<file path="config.mk">
export PLATFORM = sky130hd
export DESIGN_NAME = uart_tx_fifo
export DESIGN_NICKNAME = d
export VERILOG_FILES = /design/src/rtl/uart_tx_fifo.sv
export SDC_FILE = /design/constraint.sdc
export NUM_CORES = 1
export LEC_CHECK = 0
export BUFFER_PORTS_ARGS = -buffer_cell sky130_fd_sc_hd__buf_2
export CORE_UTILIZATION = 36
export CTS_BUF_LIST = sky130_fd_sc_hd__clkbuf_8 sky130_fd_sc_hd__clkbuf_16
export DETAILED_ROUTE_END_ITERATION = 16
export PLACE_DENSITY = 0.53
export SKIP_CTS_REPAIR_TIMING = 1
export SLEW_MARGIN = 20
export SYNTH_ARGS = -nofsm -noshare
export SYNTH_HDL_FRONTEND = slang
export SYNTH_SLANG_ARGS = --single-unit
export TNS_END_PERCENT = 30
</file>
<file path="constraint.sdc">
create_clock -name clk -period 3.2 [get_ports clk]
set_clock_uncertainty 0.1 [all_clocks]
set_input_delay 0.32 -clock clk [delete_from_list [all_inputs] [get_ports clk]]
set_output_delay 0.32 -clock clk [all_outputs]
set_load 0.02 [all_outputs]
</file>
<file path="src/rtl/uart_tx_fifo.sv">
// 8N1 UART transmitter (LSB first, idle high) fed by a small byte FIFO.
// Frames are sent back-to-back while the FIFO holds data.
module uart_tx_fifo #(
    parameter int CLKS_PER_BIT = 5208,
    parameter int FIFO_DEPTH   = 4
) (
    input  logic                          clk,
    input  logic                          rst,
    input  logic [7:0]                    in_data,
    input  logic                          in_valid,
    output logic                          in_ready,
    output logic                          udata,
    output logic                          busy,
    output logic [$clog2(FIFO_DEPTH):0]   fifo_count
);

    localparam int BW = $clog2(CLKS_PER_BIT);
    localparam int PW = $clog2(FIFO_DEPTH);
    localparam int CW = PW + 1;
    localparam logic [BW-1:0] BAUD_MAX = BW'(CLKS_PER_BIT - 1);
    localparam logic [CW-1:0] FULL_CNT = CW'(FIFO_DEPTH);

    typedef enum logic [1:0] {
        IDLE,
        START,
        DATA,
        STOP
    } state_t;

    state_t          r_state;
    state_t          w_state_nx;
    logic [BW-1:0]   r_baud;
    logic [BW-1:0]   w_baud_nx;
    logic [2:0]      r_bit;
    logic [2:0]      w_bit_nx;
    logic [7:0]      r_shift;
    logic [7:0]      w_shift_nx;
    logic            r_udata;
    logic            w_udata_nx;

    logic [7:0]      r_mem [FIFO_DEPTH];
    logic [PW-1:0]   r_wptr;
    logic [PW-1:0]   r_rptr;
    logic [CW-1:0]   r_count;

    logic            w_full;
    logic            w_empty;
    logic            w_push;
    logic            w_pop;
    logic            w_bit_end;

    assign w_full    = (r_count == FULL_CNT);
    assign w_empty   = (r_count == '0);
    assign w_push    = in_valid && !w_full;
    assign w_bit_end = (r_baud == BAUD_MAX);

    assign in_ready   = !w_full;
    assign udata      = r_udata;
    assign busy       = (r_state != IDLE) || !w_empty;
    assign fifo_count = r_count;

    always_comb begin
        w_state_nx = r_state;
        w_baud_nx  = w_bit_end ? '0 : r_baud + BW'(1);
        w_bit_nx   = r_bit;
        w_shift_nx = r_shift;
        w_udata_nx = r_udata;
        w_pop      = 1'b0;
        unique case (r_state)
            IDLE: begin
                w_baud_nx  = '0;
                w_udata_nx = 1'b1;
                if (!w_empty) begin
                    w_pop      = 1'b1;
                    w_shift_nx = r_mem[r_rptr];
                    w_state_nx = START;
                    w_udata_nx = 1'b0;
                end
            end
            START: begin
                if (w_bit_end) begin
                    w_state_nx = DATA;
                    w_bit_nx   = 3'd0;
                    w_udata_nx = r_shift[0];
                end
            end
            DATA: begin
                if (w_bit_end) begin
                    if (r_bit == 3'd7) begin
                        w_state_nx = STOP;
                        w_udata_nx = 1'b1;
                    end else begin
                        w_bit_nx   = r_bit + 3'd1;
                        w_udata_nx = r_shift[r_bit + 3'd1];
                    end
                end
            end
            STOP: begin
                if (w_bit_end) begin
                    // Chain straight into the next start bit when data waits.
                    if (!w_empty) begin
                        w_pop      = 1'b1;
                        w_shift_nx = r_mem[r_rptr];
                        w_state_nx = START;
                        w_udata_nx = 1'b0;
                    end else begin
                        w_state_nx = IDLE;
                        w_udata_nx = 1'b1;
                    end
                end
            end
            default: begin
                w_state_nx = IDLE;
                w_udata_nx = 1'b1;
            end
        endcase
    end

    always_ff @(posedge clk or posedge rst) begin
        if (rst) begin
            r_state <= IDLE;
            r_baud  <= '0;
            r_bit   <= '0;
            r_shift <= '0;
            r_udata <= 1'b1;
        end else begin
            r_state <= w_state_nx;
            r_baud  <= w_baud_nx;
            r_bit   <= w_bit_nx;
            r_shift <= w_shift_nx;
            r_udata <= w_udata_nx;
        end
    end

    always_ff @(posedge clk) begin
        if (w_push) begin
            r_mem[r_wptr] <= in_data;
        end
    end

    always_ff @(posedge clk or posedge rst) begin
        if (rst) begin
            r_wptr  <= '0;
            r_rptr  <= '0;
            r_count <= '0;
        end else begin
            if (w_push) begin
                r_wptr <= r_wptr + PW'(1);
            end
            if (w_pop) begin
                r_rptr <= r_rptr + PW'(1);
            end
            if (w_push && !w_pop) begin
                r_count <= r_count + CW'(1);
            end else if (w_pop && !w_push) begin
                r_count <= r_count - CW'(1);
            end
        end
    end

endmodule

</file>
==> metrics.yaml <==
placed_design:
  pre_cts_slack_ns: 0.500
  dpl.hpwl_um: 3610
  gp_congestion: 0.746
  dp_cells: 333
  numPortBuffers: 16
  dpl_cell_area_mm2: 0.00326
floorplanning:
  die_h_um: 94.4
  pin_count: 17
  die_x_um: 94.4
  dieArea_mm2: 0.00892
  core_area_mm2: 0.00826
  row_count: 33
  initial_core_util_pct: 37.3
power_and_ir_drop:
  vdd_drop_max_uv: 321
  power_frac_clock_pct: 36.5
  p_sw_share_pct: 26.6
  p_comb_share_pct: 13.5
  internal-power_mw: 1.58
  seq_power_share_pct: 50.0
  p_sw_mw: 0.571
  power.leakage_nw: 1.40
  power.density_mw_per_mm2: 616
grt:
  grt_pass1_wl_um: 8710
  globalRouteTotalUtil_pct: 13.3
  met2_usage_pct: 19.6
  grt_pass1_vias: 1718
  grt_overflow: 0
  busiest_layer: "met2"
  grt_antenna_before_repair: 0
  use_met1_pct: 17.5
  grt_max_degree: 35
  use_met3_pct: 5.64
setup_path:
  crit_path_start_kind: "flop"
  r2r-end: "fifo_count[1]$_DFFE_PP0P_"
  path_max_fanout: 6
  cp_data_arrival_time_ns: 2.83
  slowest_stage: "or4b_4"
  slowest_delay_ns: 0.57
  reg2regPathDepth: 7
  critPathCaptureType: "flop"
  required_ns: 3.32
  r2r_slack_ns: 0.50
  r2r_start: "r_baud[9]$_DFF_PP0_"
  critPathKind: "flop to flop"
  crit_chain: "or4b_4 -> o41a_1 -> nand2b_1 -> ha_1 -> inv_1 -> fa_1 -> mux2_2"
cts:
  cts_made_buffers: 9
  numClockSinks: 66
  worst_skew_pair.late_latency_ns: 0.34
  clockRootBuffer: "clkbuf_8"
  cts_buffer_depth: 2
  h-tree-depth: 3
  cts_tree: "done"
  clk_pin_slew_ns: 0.07
synth:
  synth_most_common_cell: "dfrtp_1"
  synth_edf_count: 32
  ys_seq_elements: 66
  synthFlopType: "dfrtp_1"
  synth_top_cell_by_area: "edfxtp_1"
  synth_nets: 242
  ys_types: 47
  yosys.area.top_type_share_pct: 31.2
  synth_area_per_cell_um2: 14.2
  yosysWarningCount: 0
  async_reset_ff_share_pct: 51.5
  synthCells: 217
  syn_area_mm2: 0.00308
  synth.yosys.seq_area_share_pct: 58.9
  synth_common_cells: "dfrtp_1, edfxtp_1, nor2_1, ha_1, inv_1"
  synth.area.top_cells: "edfxtp_1, dfrtp_1, mux4_2"
cells_and_area:
  num-nets-final: 264
  regArea_mm2: 0.00181
  syn_to_final_growth_pct: 13.5
  fill_cells: 776
  final_area_mm2: 0.00349
  multiInputGateArea_mm2: 0.00118
  final_cells: 349
  antenna_cells: 0
  drive_above_1_share_pct: 23.4
timing:
  fin_setup_tns_ns: 0
  hold_viol_final: 33
  hold_ws_ns: -0.0285
  worst_slack_ns: 0.499
  timing.final.crit_share_pct: 84.4
  tightestPinTransition_ns: 0.627
  timing.fmax_mhz: 370
  slew_headroom_pct: 57.8
  rsz0062_at_grt: "no"
  layout_min_cycle_time_ns: 2.70
  report.final.slew_viol_count: 0
  setup_violations: 0
detailed_routing:
  vias: 1701
  first_iter_violations: 63
  routed_wl_um: 5070
  drc: 0
  antenna_left: 0
  firstDrtPassIters: 4
  wl_per_cell_um: 14.5
  vias_per_cell: 4.87
status:
  failed_checks: "negative hold slack"
  status: "finished, violations left"
min_path:
  hold_class: "input pin to async pin"
run:
  cap_violations: 0
## worst max-delay path by stage
| stage | from | endpoint | slack (ns) | cells past startpoint |
|---|---|---|---|---|
| after floorplan | r_baud[9]$_DFF_PP0_ | fifo_count[1]$_DFFE_PP0P_ | 0.62 | 7 |
| after global placement | r_baud[9]$_DFF_PP0_ | fifo_count[1]$_DFFE_PP0P_ | 0.53 | 7 |
| after global routing | r_baud[9]$_DFF_PP0_ | fifo_count[1]$_DFFE_PP0P_ | 0.36 | 7 |
| final | r_baud[9]$_DFF_PP0_ | fifo_count[1]$_DFFE_PP0P_ | 0.50 | 7 |
| after CTS | r_baud[9]$_DFF_PP0_ | fifo_count[1]$_DFFE_PP0P_ | 0.49 | 7 |
| after detailed placement | r_baud[9]$_DFF_PP0_ | fifo_count[1]$_DFFE_PP0P_ | 0.50 | 7 |
## cell type report
class                           count  area share (%)
Clock inverter                      7            2.94
Clock buffer                        9            3.55
Multi-Input combinational cell    132            33.9
Timing Repair Buffer               17            2.51
Sequential cell                    66            51.9
Tap cell                          105            3.76
Inverter                           13            1.40
## layer usage
metal	wire length (µm)	up-vias
met2	2350	21
met5	0	-
li1	-	842
met1	2510	833
met3	130	5
met4	77	0
## cells in the final DEF, fill, tap and decap left out, drive strengths merged, types with 2 or more instances in the layout
cell type   n
ha         13
o2bb2ai     4
or4b        2
clkbuf      9
inv        14
a21oi       3
nand3       4
o21ai       3
edfxtp     32
a22oi       2
mux2       11
nor2       18
xnor2      10
dfrtp      33
and3        6
mux2i       5
xor2        5
nor3        4
mux4        9
or3         4
buf        17
bufinv      2
nand2       7
clkinv      3
nor4        4
## critical path, delay by kind of cell, from the launching register on
kind / cells / cell delay [ns]
buffers and inverters: 1 / 0.07
adders and majority gates: 2 / 0.61
DFF: 1 / 0.43
and+or+nand+nor: 2 / 0.76
AOI/OAI and AO/OA: 1 / 0.35
muxes: 1 / 0.26
## logic make-up after synthesis
family,count (synthesis),share of synthesized area (%)
AOI/OAI and AO/OA,21,5.12
xor gates and xnor gates,15,4.27
adders and majority gates,14,5.94
buffers and inverters,19,2.60
DFF,66,58.9
muxes,25,13.2
and+or+nand+nor,57,9.92
## power groups by stage
stage / Sequential [mW] / Clock (mW) / Combinational (mW)
CTS: 1.08 / 0.803 / 0.297
floorplan: 1.10 / 0 / 0.187
global placement: 1.09 / 0 / 0.289
detailed placement: 1.10 / 0 / 0.297
global route: 1.10 / 0.847 / 0.330
finish: 1.08 / 0.785 / 0.290
## state kept, by name (all words and copies together) (netlist names)
signal and count:
r_mem 32, r_baud 13, r_bit 3, r_shift 8, udata 1, r_state 2
r_wptr 2, r_rptr 2, fifo_count 3
## through the flow
step	util (%)	power, mW
2_1_floorplan	-	1.29
3_3_place_gp	39.5	1.38
3_5_place_dp	39.5	1.39
4_1_cts	42.3	2.18
5_1_grt	42.3	2.27
6_report	42.3	2.15
(Power assumes the default switching activity.)
